**config.mk**
```make
export PLATFORM = sky130hd
export DESIGN_NAME = fwft_word_serializer
export DESIGN_NICKNAME = d
export VERILOG_FILES = /design/src/rtl/fwft_word_serializer_pkg.sv /design/src/rtl/fwft_word_serializer.sv
export SDC_FILE = /design/constraint.sdc
export NUM_CORES = 1
export LEC_CHECK = 0
export ABC_AREA = 1
export CORE_UTILIZATION = 31
export CTS_CLUSTER_DIAMETER = 60
export DETAILED_ROUTE_END_ITERATION = 12
export GPL_TIMING_DRIVEN = 0
export HOLD_SLACK_MARGIN = 0.05
export PLACE_DENSITY = 0.62
export SYNTH_ARGS = -nofsm -noshare
export SYNTH_HDL_FRONTEND = slang
export SYNTH_SLANG_ARGS = --single-unit
```
**constraint.sdc**
```tcl
create_clock -name clk -period 1.9 [get_ports clk]
set_input_delay 0.19 -clock clk [delete_from_list [all_inputs] [get_ports clk]]
set_output_delay 0.19 -clock clk [all_outputs]
set_load 0.02 [all_outputs]
```
**src/rtl/fwft_word_serializer_pkg.sv**
```systemverilog
// -----------------------------------------------------------------------------
// fwft_word_serializer_pkg
//   Shared definitions for the message-link read path:
//   - serializer FSM state encoding
//   - beat-counter width helper
//   - link flit / message width constants used across the message path
// -----------------------------------------------------------------------------
package fwft_word_serializer_pkg;

  typedef enum logic {
    ST_IDLE = 1'b0,
    ST_SEND = 1'b1
  } state_t;

  // Wide message word produced by the decoder, narrow flit carried on the link.
  localparam int LINK_MSG_WIDTH  = 64;
  localparam int LINK_FLIT_WIDTH = 8;

  // Beat counter width for a given beats-per-word ratio; never below one bit
  // so RATIO=1 still has a legal (constant-zero) counter.
  function automatic int calc_cw(input int ratio);
    return (ratio > 1) ? $clog2(ratio) : 1;
  endfunction

endpackage

```
**src/rtl/fwft_word_serializer.sv**
```systemverilog
// -----------------------------------------------------------------------------
// fwft_word_serializer
//   Drains wide words from a first-word-fall-through FIFO and emits each one as
//   RATIO narrow beats, LSB first, on a valid/ready stream. The next word is
//   popped on the same cycle the last beat is accepted, so consecutive words
//   stream with no bubble.
//
// Ports
//   clk         system clock
//   reset       asynchronous, active-high reset
//   fifo_empty  FWFT empty flag; fifo_dout is the head word when low
//   fifo_dout   FWFT head word [IN_WIDTH]
//   fifo_rd_en  pop strobe to the FIFO (combinational)
//   out_valid   beat valid
//   out_data    beat payload [OUT_WIDTH]
//   out_last    final beat of the current word
//   out_ready   downstream accept
//   busy        a word is held and not yet fully sent
// -----------------------------------------------------------------------------
module fwft_word_serializer
  import fwft_word_serializer_pkg::*;
#(
  parameter int IN_WIDTH  = LINK_MSG_WIDTH,
  parameter int OUT_WIDTH = LINK_FLIT_WIDTH
) (
  input  logic                 clk,
  input  logic                 reset,
  input  logic                 fifo_empty,
  input  logic [IN_WIDTH-1:0]  fifo_dout,
  output logic                 fifo_rd_en,
  output logic                 out_valid,
  output logic [OUT_WIDTH-1:0] out_data,
  output logic                 out_last,
  input  logic                 out_ready,
  output logic                 busy
);

  localparam int RATIO = IN_WIDTH / OUT_WIDTH;
  localparam int CW    = calc_cw(RATIO);
  localparam logic [CW-1:0] LAST_BEAT = CW'(RATIO - 1);

  generate
    if (IN_WIDTH % OUT_WIDTH != 0) begin : g_bad_ratio
      $error("fwft_word_serializer: IN_WIDTH must be a multiple of OUT_WIDTH");
    end
  endgenerate

  state_t              state, state_nxt;
  logic [IN_WIDTH-1:0] shreg, shreg_nxt;
  logic [CW-1:0]       cnt, cnt_nxt;
  logic                is_last;

  assign is_last  = (cnt == LAST_BEAT);
  // The shift register is cleared whenever the FSM returns to IDLE, so the
  // low slice is already zero when no beat is offered.
  assign out_data = shreg[OUT_WIDTH-1:0];
  assign out_last = (state == ST_SEND) && is_last;

  always_comb begin
    // NOTE: every combinational output gets a default first, so no path through
    // the case below can leave one unassigned and infer a latch.
    state_nxt  = state;
    shreg_nxt  = shreg;
    cnt_nxt    = cnt;
    fifo_rd_en = 1'b0;
    out_valid  = 1'b0;
    busy       = 1'b0;

    case (state)
      ST_IDLE: begin
        if (!fifo_empty) begin
          fifo_rd_en = 1'b1;
          shreg_nxt  = fifo_dout;
          cnt_nxt    = '0;
          state_nxt  = ST_SEND;
        end
      end

      ST_SEND: begin
        out_valid = 1'b1;
        busy      = 1'b1;
        // Under backpressure nothing moves: data, last and counter hold.
        if (out_ready) begin
          if (!is_last) begin
            shreg_nxt = shreg >> OUT_WIDTH;
            cnt_nxt   = cnt + CW'(1);
          end else if (!fifo_empty) begin
            // Last beat accepted with a word waiting: pop and reload in the
            // same cycle to keep the beat stream contiguous.
            fifo_rd_en = 1'b1;
            shreg_nxt  = fifo_dout;
            cnt_nxt    = '0;
          end else begin
            shreg_nxt = '0;
            cnt_nxt   = '0;
            state_nxt = ST_IDLE;
          end
        end
      end

      default: begin
        state_nxt = ST_IDLE;
      end
    endcase
  end

  // NOTE: sequential state uses non-blocking assignments so every register
  // samples the pre-edge values, independent of process evaluation order.
  always_ff @(posedge clk or posedge reset) begin
    if (reset) begin
      state <= ST_IDLE;
      shreg <= '0;
      cnt   <= '0;
    end else begin
      state <= state_nxt;
      shreg <= shreg_nxt;
      cnt   <= cnt_nxt;
    end
  end

endmodule

```
# Word-level counts from Yosys, hierarchy flattened
# Index checks and enable logic that the tools add are counted.
[word_totals]
regBits = 68
latchBits = 0
ram_bits = 0
mem_bits_ro = 0
in_bits = 68
output_inout_bits = 12
word_cells = 27
n_memories = 0
[classes]
add_sub_neg = 1
mul = 0
n_div = 0
magnitude_cmp = 0
eq_ne = 3
n_shift = 0
mux = 17
bitwise_logic = 1
n_reduce_logical = 2
[ops]
columns = ["operator", "n"]
rows = [
  ["$mux W64", 4],
  ["$pmux W64 S2", 1],
  ["$mux W3", 3],
  ["$mux W1", 6],
  ["$pmux W3 S2", 1],
  ["$ne A2 B2 Y1 const B", 2],
  ["$pmux W1 S2", 2],
  ["$add A3 B1 Y3 const B", 1],
  ["$eq A3 B3 Y1 const B", 1],
  ["$reduce_and A2 Y1", 1],
  ["$logic_and A1 B1 Y1", 1],
  ["$not A1 Y1", 1],
]

# Logic depth before layout (Yosys ltp)
# Gate-level depths: netlist (run 1).
[logic_depth]
word_depth = 4
mapped_depth = 9
mapped_depth_nobuf = 8

# Worst setup path before layout (run 1)
# No wires, ideal clock.
[synth_path]
path_type = "reg2reg"
startpoint = "reg cnt[0]"
endpoint = "reg shreg[0]"
setup_time_ps = 116
arrival_ps = 1437
required_ps = 1784
slack_ps = 347
path_stages_with_launch = 10
n_path_buf = 1
period_less_slack_ps = 1553
cell_sequence = "dfrtp_1 -> ha_1 -> ha_1 -> inv_1 -> nand2_4 -> nand2_2 -> nor2_8 -> buf_6 -> nand2_1 -> nand2_1"
[synth_between]
elab_chain_len = 4
[synth_lines]
columns = ["element", "line_no", "text"]
rows = [
  ["start, declared", "fwft_word_serializer.sv:50", "logic [CW-1:0] cnt, cnt_nxt;"],
  ["start signal, assigned", "fwft_word_serializer.sv:117", "cnt <= cnt_nxt;"],
  ["$eq A3 B3 Y1", "fwft_word_serializer.sv:53", "assign is_last = (cnt == LAST_BEAT);"],
  ["$mux W64", "fwft_word_serializer.sv:84", "if (!is_last) begin"],
  ["$mux W64", "fwft_word_serializer.sv:83", "if (out_ready) begin"],
  ["$pmux W64 S2", "fwft_word_serializer.sv:69", "case (state)"],
  ["end signal, assigned", "fwft_word_serializer.sv:116", "shreg <= shreg_nxt;"],
  ["end, declared", "fwft_word_serializer.sv:49", "logic [IN_WIDTH-1:0] shreg, shreg_nxt;"],
]
# No other way between the ends. The select of a mux whose other input is x is not followed.
# A chain may end at the register's enable or synchronous reset.

# Worst setup path in the final report (run 1)
[layout_path]
startpoint = "reg cnt[0]"
endpoint = "out fifo_rd_en"
[layout_between]
elab_chain_len = 4
[layout_lines]
columns = ["element", "line_no", "text"]
rows = [
  ["$eq A3 B3 Y1", "fwft_word_serializer.sv:53", ""],
  ["$mux W1", "fwft_word_serializer.sv:84", ""],
  ["$mux W1", "fwft_word_serializer.sv:83", ""],
  ["$pmux W1 S2", "fwft_word_serializer.sv:69", ""],
  ["end, declared", "fwft_word_serializer.sv:30", "output logic fifo_rd_en,"],
]
# No other way between the ends.

==> impl_metrics.csv, run 1 <==
group,metric,value,unit
synth,synth_area_leader_cell,"dfrtp_1",
synth,synth_commonest_cells,"nand2_1 (229), dfrtp_1 (68), inv_1 (61)",
synth,syn_area,3560,µm²
worst_setup_path,path_class,"reg -> out",
routing,drtIter0Drc,120,
synth,yosys_warnings,0,
hold_path,hold_path.class,"in -> async",
synth,synth_cells,492,
clocking,clk_latency,0.33,ns
synth,ys.flop_type,"dfrtp_1",
power,p_leak,0.00253,µW
timing,hold_viol,0,
timing,fmax,545,MHz
grt,grt_pass1_vias,3250,
timing,setup_viol,0,
power,powerDensity,1190,nW/µm²
worst_setup_path,cp-end-kind,"primary output",
grt,antenna_found_initial,0,
clocking,cts_tree,"yes",
cells_and_area,stdcell_count,731,
outcome,outcome,"complete, no violations",
synth,synthTopCellsByArea,"dfrtp_1 (48%), nand2_1 (24%), o21ai_0 (7.3%), inv_1 (6.4%), nor2_1 (2.1%)",
routing,drc,0,
place,place.gp.congestion,0.762,
clocking,clkSlewWorstSetupHoldPaths,0.06,ns
grt,grtUsageTotal,15.6,%
synth,synth-edff-count,0,
place,hpwl,6.34,mm
synth,ys_ff_latch,68,
timing,tns,0,ns
clocking,clockBufferDepth,2,
synth,syn_nets,563,
routing,num_vias,3233,
routing,wl_per_cell,11.9,µm
timing,period_share,96.5,%
cells_and_area,fin_util,44.2,%
routing,vias_per_cell,4.42,
floorplan,dieArea,11900,µm²
clocking,clock-sinks,68,
timing,fin_crit,1.83,ns
clocking,hold_buffers,0,
routing,ant_nets,0,
routing,routed_wl,8.73,mm
synth,yosysTopAreaCellShare,47.8,%
place,place_inst,712,
floorplan,rows,38,
cells_and_area,antenna-diode-count,0,
synth,ys_seq_area_share,47.8,%
clocking,ctsRootBufferMaster,"clkbuf_16",
floorplan,die_y,109,µm
synth,synth_cell_types,21,
grt,overflow,0,
worst_setup_path,cp.arrival,1.64,ns
floorplan,num_io_pins,80,
worst_setup_path,cp.required,1.71,ns
worst_setup_path,path_max_fanout,10,
power,ir_drop,512,µV
timing,finClkSkew,0.00552,ns
worst_setup_path,crit_path_start_kind,"register",
synth,async_flop_share,100,%
place,io_buffers,79,
clocking,htreeDepth,3,
routing,drtPass1Iterations,4,
cells_and_area,nets,658,
floorplan,die_x,109,µm
timing,worstMarginPinSlew,0.639,ns
timing,slew_headroom,57.3,%
grt,grt_max_degree,42,
worst_setup_path,rrSetupSlack,0.18,ns
timing,whs,0.309,ns
grt,grt_pass1_wl,14.3,mm
timing,maxSlewViolCount,0,
floorplan,core_area,11000,µm²
floorplan,start_util,32.3,%
synth,synth_area_per_cell,7.24,µm²
clocking,cts_buffers,9,
cells_and_area,areaGrowthSynthToFinish,36.8,%
run,max_cap_viol_count,0,
cells_and_area,drive_gt1_share,9.98,%
synth,synth_most_common_cell,"nand2_1",
[registers in the layout (all words and copies together), names as in the netlist]
| name | flops |
|---|---|
| shreg | 64 |
| cnt | 3 |
| state | 1 |
[power breakdown]
group,leakage [µW],internal [µW],switching [µW]
registers,0.000783,1990,200
logic,0.00161,916,1180
clock network,0.000135,944,598
[final timing paths]
check / endpoint / cells after the start / from
worst max-delay path: fifo_rd_en / 8 / cnt[0]$_DFFE_PP0P_
worst min-delay path: shreg[2]$_DFFE_PP0P_ / 2 / reset
worst max register to register: shreg[2]$_DFFE_PP0P_ / 9 / cnt[0]$_DFFE_PP0P_
worst min register to register: shreg[63]$_DFFE_PP0P_ / 2 / shreg[63]$_DFFE_PP0P_
max in group asynchronous: shreg[28]$_DFFE_PP0P_ / 3 / reset
min in group clk: shreg[49]$_DFFE_PP0P_ / 3 / fifo_dout[49]
[final cells by class]
type	count	area [µm²]
clock inverter	2	10.0
tap	140	175
inverter	62	239
buffer	33	221
clock buffer	13	260
fill	1153	6150
multi-input combinational	329	1430
timing repair buffer	84	837
sequential	68	1700
[routing by layer]
metal | track usage [%] | part of all wire [%] | vias to the layer above
met5 | 0 | 0 | -
met4 | 6.10 | 1.6 | 0
met3 | 3.05 | 4.4 | 12
met2 | 25.7 | 46 | 72
met1 | 20.2 | 48 | 1487
li1 | - | - | 1662
[metrics by stage]
stage               setup WS [ns]  area (µm²)  power (µW)
floorplan                   0.347        3570        3580
finish                     0.0663        4880        5820
CTS                       0.00211        4860        5820
global placement           -0.414        4530        4170
detailed placement         -0.450        4550        4240
global route             -0.00110        4880        6270
[critical path, cell delays in order, from the launching register on]
cell,delay [ns]
dfrtp_1,0.38
ha_2,0.21
ha_4,0.17
inv_4,0.07
nand2_4,0.06
nand2_4,0.09
nor2_8,0.04
buf_6,0.14
buf_4,0.15
[what timing repair did]
| action | in CTS | in global routing |
|---|---|---|
| buffers inserted | 3 | 1 |
| pin swaps | 3 | 0 |
| setup endpoints to repair | 2 | 13 |
| resized for setup | 12 | 2 |
[layout by cell type, fill, tap and decap left out, drive strengths merged]
cell type        n
nand2          232
clkdlybuf4s50   77
dfrtp           68
inv             61
o21ai           57
buf             32
nor2            23
clkbuf          20
nand3           12
ha               3
clkinv           2
o211ai           1
clkinvlp         1
nand3b           1
dlygate4sd2      1
[cells by family (layout without fill, tap and decap cells)]
| logic type | count (synthesis) | after routing | share of synthesized area [%] |
|---|---|---|---|
| and+or+nand+nor | 268 | 268 | 30.2 |
| adders and majority gates | 3 | 3 | 1.05 |
| buffers and inverters | 95 | 194 | 12.6 |
| DFF | 68 | 68 | 47.8 |
| AOI/OAI and AO/OA | 58 | 58 | 8.32 |
Note: power is estimated with default switching activity, not from simulation.
==> inputs of run 2 (changes only) <==
- HOLD_SLACK_MARGIN: 0.05 -> 0.02
- PLACE_DENSITY: 0.62 -> 0.6
- clock period: 1.9 -> 1.8 ns (I/O delays scaled with it)
==> impl_metrics.csv, run 2 (synthesized netlist as in run 1, its figures left out) <==
group,metric,value,unit
timing,worstMarginPinSlew,0.665,ns
timing,setup_viol,0,
timing,maxSlewViolCount,0,
cells_and_area,antenna-diode-count,0,
cells_and_area,largest_reg_flops,64,
cells_and_area,design_area,4930,µm²
clocking,ctsRootBufferMaster,"clkbuf_16",
run,max_cap_viol_count,0,
worst_setup_path,rrSetupSlack,0.10,ns
floorplan,core_area,11000,µm²
power,p_sw_share,33.2,%
cells_and_area,biggestRegsByFlops,"shreg x64, cnt x3, state x1",
place,io_buffers,79,
worst_setup_path,r2r_cells,9,
clocking,cts_buffers,9,
worst_setup_path,rr_endpoint,"shreg[21]$_DFFE_PP0P_",
power,intPower,4190,µW
power,powerDensity,1270,nW/µm²
routing,vias_per_cell,4.36,
floorplan,die_x,109,µm
grt,antenna_found_initial,0,
routing,ant_nets,0,
worst_setup_path,cp.required,1.62,ns
cells_and_area,drive_gt1_share,10.5,%
routing,drc,0,
place,dpl_cell_area,4550,µm²
routing,routed_wl,8.83,mm
cells_and_area,fin_util,44.7,%
grt,grtUsageTotal,15.8,%
clocking,clkSlewWorstSetupHoldPaths,0.05,ns
grt,grt_pass1_wl,14.3,mm
worst_setup_path,cp-end-kind,"primary output",
hold_path,hold_path.class,"in -> async",
cells_and_area,layout_common_cells,"nand2_1 (229), clkdlybuf4s50_1 (77), dfrtp_1 (68)",
timing,hold_viol,0,
power,clkPwrFrac,26.5,%
power,ir_drop,517,µV
cells_and_area,multi_input_area,1460,µm²
worst_setup_path,path_class,"reg -> out",
grt,overflow,0,
power,power_frac_comb,36.6,%
worst_setup_path,cp.arrival,1.58,ns
routing,num_vias,3194,
clocking,htreeDepth,3,
floorplan,rows,38,
cells_and_area,top_register,"shreg",
cells_and_area,nets,661,
place,place.gp.congestion,0.747,
cells_and_area,area.sequential,1700,µm²
clocking,hold_buffers,0,
cells_and_area,areaGrowthSynthToFinish,38.4,%
routing,drtPass1Iterations,4,
timing,finClkSkew,0.00675,ns
worst_setup_path,crit_path_start_kind,"register",
timing,grt_setup_unrepaired,"true",
timing,period_share,97.7,%
worst_setup_path,startpoint,"cnt[1]$_DFFE_PP0P_",
power,p_leak,0.00254,µW
floorplan,num_io_pins,80,
worst_setup_path,path_max_fanout,11,
outcome,outcome,"complete, no violations",
power,power_switching,2080,µW
timing,fin_crit,1.76,ns
floorplan,start_util,32.3,%
cells_and_area,fill_cells,1182,
floorplan,dieArea,11900,µm²
clocking,clock-sinks,68,
floorplan,die_y,109,µm
grt,grt_max_degree,41,
grt,grt_pass1_vias,3187,
cells_and_area,mostFrequentLayoutCell,"nand2_1",
clocking,clockBufferDepth,2,
routing,wl_per_cell,12.0,µm
clocking,cts_tree,"yes",
worst_setup_path,rr_startpoint,"cnt[1]$_DFFE_PP0P_",
power,pwr-share-seq,36.9,%
clocking,clk_latency,0.32,ns
timing,fmax,569,MHz
timing,slew_headroom,55.6,%
place,hpwl,6.32,mm
routing,drtIter0Drc,126,
run 2: power groups by stage:
stage                     clock [µW]  sequential (µW)  combinational [µW]
final                           1660             2320                2300
after CTS                       1690             2310                2220
after global placement             0             2310                2100
after floorplan                    0             2280                1500
after global routing            1760             2380                2640
after detailed placement           0             2330                2150
run 2: metrics by stage:
stage	setup slack [ns]	setup TNS [ns]	hold WS, ns	power, µW	cells
after floorplan	0.247	0	0.287	3770	492
after global placement	-0.514	-1.60	0.463	4410	711
after detailed placement	-0.548	-0.719	0.466	4480	712
after CTS	-0.114	-0.114	0.328	6220	729
after global routing	-0.0378	-0.0737	0.364	6780	733
final	0.0420	0	0.303	6270	733
run 2: repair_timing:
| action | in CTS | in global routing |
|---|---|---|
| pin swaps | 1 | 2 |
| setup buffers | 3 | 6 |
| setup endpoints to repair | 26 | 21 |
| resized for setup | 14 | 6 |
run 2: final cells by class:
type / count / area share (%)
Buffer: 31 / 4.21
Clock buffer: 12 / 4.79
Clock inverter: 2 / 0.761
Inverter: 62 / 4.85
Multi-Input combinational cell: 329 / 29.6
Sequential cell: 68 / 34.5
Tap cell: 140 / 3.55
Timing Repair Buffer: 89 / 17.8
run 2: layer usage:
metal  track usage, %  vias to the layer above  part of all wire [%]
met5                0                        -                     0
met4             7.43                        0                   1.8
met3             2.99                       12                   5.8
met2             26.1                       88                    46
met1             19.9                     1428                    46
li1                 -                     1666                     -
run 2: worst max-delay path, stage by stage (launching register included):
cell and delay (ns):
dfrtp_1 0.40, ha_4 0.17, ha_4 0.15, inv_4 0.05, nand2_8 0.07, nand2_8 0.06
nor2_8 0.18, buf_4 0.18
run 2: how the worst max path moves through the flow:
stage,end,cells past startpoint
floorplan,shreg[0]$_DFFE_PP0P_,9
global placement,fifo_rd_en,8
detailed placement,fifo_rd_en,8
CTS,fifo_rd_en,8
global route,fifo_rd_en,7
finish,fifo_rd_en,7
==> inputs of run 3 (changes only) <==
- PLACE_DENSITY: 0.6 -> 0.62
- clock period: 1.8 -> 1.6 ns (I/O delays scaled with it)
==> impl_metrics.csv, run 3 (synthesized netlist as in run 1, its figures left out) <==
group,metric,value,unit
clocking,hold_buffers,0,
grt,grt_pass1_wl,14.4,mm
run,max_cap_viol_count,0,
cells_and_area,drive_gt1_share,13.1,%
clocking,ctsRootBufferMaster,"clkbuf_16",
place,io_buffers,79,
timing,setup_viol,2,
power,ir_drop,608,µV
clocking,clk_latency,0.33,ns
cells_and_area,antenna-diode-count,0,
timing,period_share,108,%
cells_and_area,fill_cells,1140,
cells_and_area,mostFrequentLayoutCell,"nand2_1",
routing,wl_per_cell,11.9,µm
outcome,outcome,"finished, violations left",
routing,routed_wl,8.79,mm
floorplan,start_util,32.3,%
worst_setup_path,cp.arrival,1.56,ns
grt,grt_pass1_vias,3260,
timing,tns,-0.155,ns
place,dp_slack,-0.720,ns
clocking,clockBufferDepth,2,
power,powerDensity,1420,nW/µm²
floorplan,dieArea,11900,µm²
timing,fin_ws,-0.123,ns
timing,fin_crit,1.72,ns
clocking,htreeDepth,3,
timing,maxSlewViolCount,0,
floorplan,core_area,11000,µm²
routing,ant_nets,0,
place,dpl_cell_area,4550,µm²
timing,worstMarginPinSlew,0.631,ns
timing,slew_headroom,57.8,%
power,p_leak,0.00259,µW
cells_and_area,top_register,"shreg",
grt,grtUsageTotal,15.7,%
routing,drtPass1Iterations,4,
cells_and_area,areaGrowthSynthToFinish,40.6,%
cells_and_area,design_area,5010,µm²
worst_setup_path,cp-end-kind,"primary output",
cells_and_area,largest_reg_flops,64,
cells_and_area,biggestRegsByFlops,"shreg x64, cnt x3, state x1",
clocking,cts_tree,"yes",
routing,num_vias,3251,
worst_setup_path,cp.required,1.44,ns
worst_setup_path,crit_path_start_kind,"register",
timing,finClkSkew,0.00450,ns
timing,fmax,581,MHz
routing,vias_per_cell,4.41,
routing,drc,0,
floorplan,num_io_pins,80,
clocking,clock-sinks,68,
clocking,cts_buffers,9,
power,power,7100,µW
worst_setup_path,r2r_cells,10,
clocking,clkSlewWorstSetupHoldPaths,0.05,ns
floorplan,rows,38,
routing,drtIter0Drc,99,
cells_and_area,layout_common_cells,"nand2_1 (228), clkdlybuf4s50_1 (76), dfrtp_1 (68)",
hold_path,hold_path.class,"in -> async",
timing,hold_viol,0,
floorplan,die_x,109,µm
cells_and_area,fin_util,45.4,%
grt,antenna_found_initial,0,
grt,overflow,0,
floorplan,die_y,109,µm
timing,grt_setup_unrepaired,"true",
worst_setup_path,path_class,"reg -> out",
cells_and_area,nets,664,
grt,grt_max_degree,42,
outcome,violations,"negative setup slack",
worst_setup_path,path_max_fanout,2,
place,place.gp.congestion,0.762,
place,hpwl,6.34,mm
[run 3: worst paths after layout]
kind                                        from                    end  slack, ns
min in group clk                   fifo_dout[49]  shreg[49]$_DFFE_PP0P_       0.37
setup / recovery              cnt[0]$_DFFE_PP0P_             fifo_rd_en      -0.12
hold reg to reg            shreg[59]$_DFFE_PP0P_  shreg[59]$_DFFE_PP0P_       0.48
hold / removal                             reset   shreg[0]$_DFFE_PP0P_       0.28
setup reg to reg              cnt[0]$_DFFE_PP0P_  shreg[27]$_DFFE_PP0P_          0
max in group asynchronous                  reset  shreg[10]$_DFFE_PP0P_       0.71
[run 3: final cells by class]
type / count / area [µm²] / area share [%]
sequential: 68 / 1700 / 34.0
tap: 140 / 175 / 3.50
multi-input combinational: 329 / 1460 / 29.2
clock buffer: 13 / 260 / 5.20
timing repair buffer: 91 / 898 / 17.9
inverter: 62 / 239 / 4.77
clock inverter: 2 / 10.0 / 0.200
buffer: 32 / 260 / 5.20
[run 3: power by group]
group	switching [µW]	leakage, µW	total [µW]	internal (µW)
registers	236	0.000783	2600	2360
clock network	701	0.000135	1820	1120
logic	1470	0.00167	2690	1220
[run 3: routing by layer]
metal | vias to the layer above | part of all wire [%] | routed length, µm | track usage (%)
met5 | - | 0 | 0 | 0
li1 | 1671 | - | - | -
met4 | 0 | 1.5 | 136 | 6.10
met3 | 10 | 4.5 | 395 | 2.87
met2 | 72 | 45 | 3990 | 25.8
met1 | 1498 | 49 | 4270 | 20.4
[run 3: worst max-delay path: stages, from the launching register on]
cell and delay [ns]:
dfrtp_1 0.38, ha_2 0.21, ha_4 0.17, inv_4 0.06
nand2_4 0.05, nand2_4 0.09, nor2_8 0.04, buf_6 0.11
buf_6 0.12
[run 3: stage by stage]
step | hold slack (ns) | cells
final | 0.276 | 737
after global routing | 0.340 | 737
after CTS | 0.304 | 732
after detailed placement | 0.466 | 712
after global placement | 0.464 | 711
after floorplan | 0.267 | 492
[run 3: repair_timing]
item                       in CTS  in global routing
setup endpoints to repair      58                 56
gates cloned                    0                  0
setup buffers                   6                  5
resized for setup              39                 47
pin swaps                       4                  3
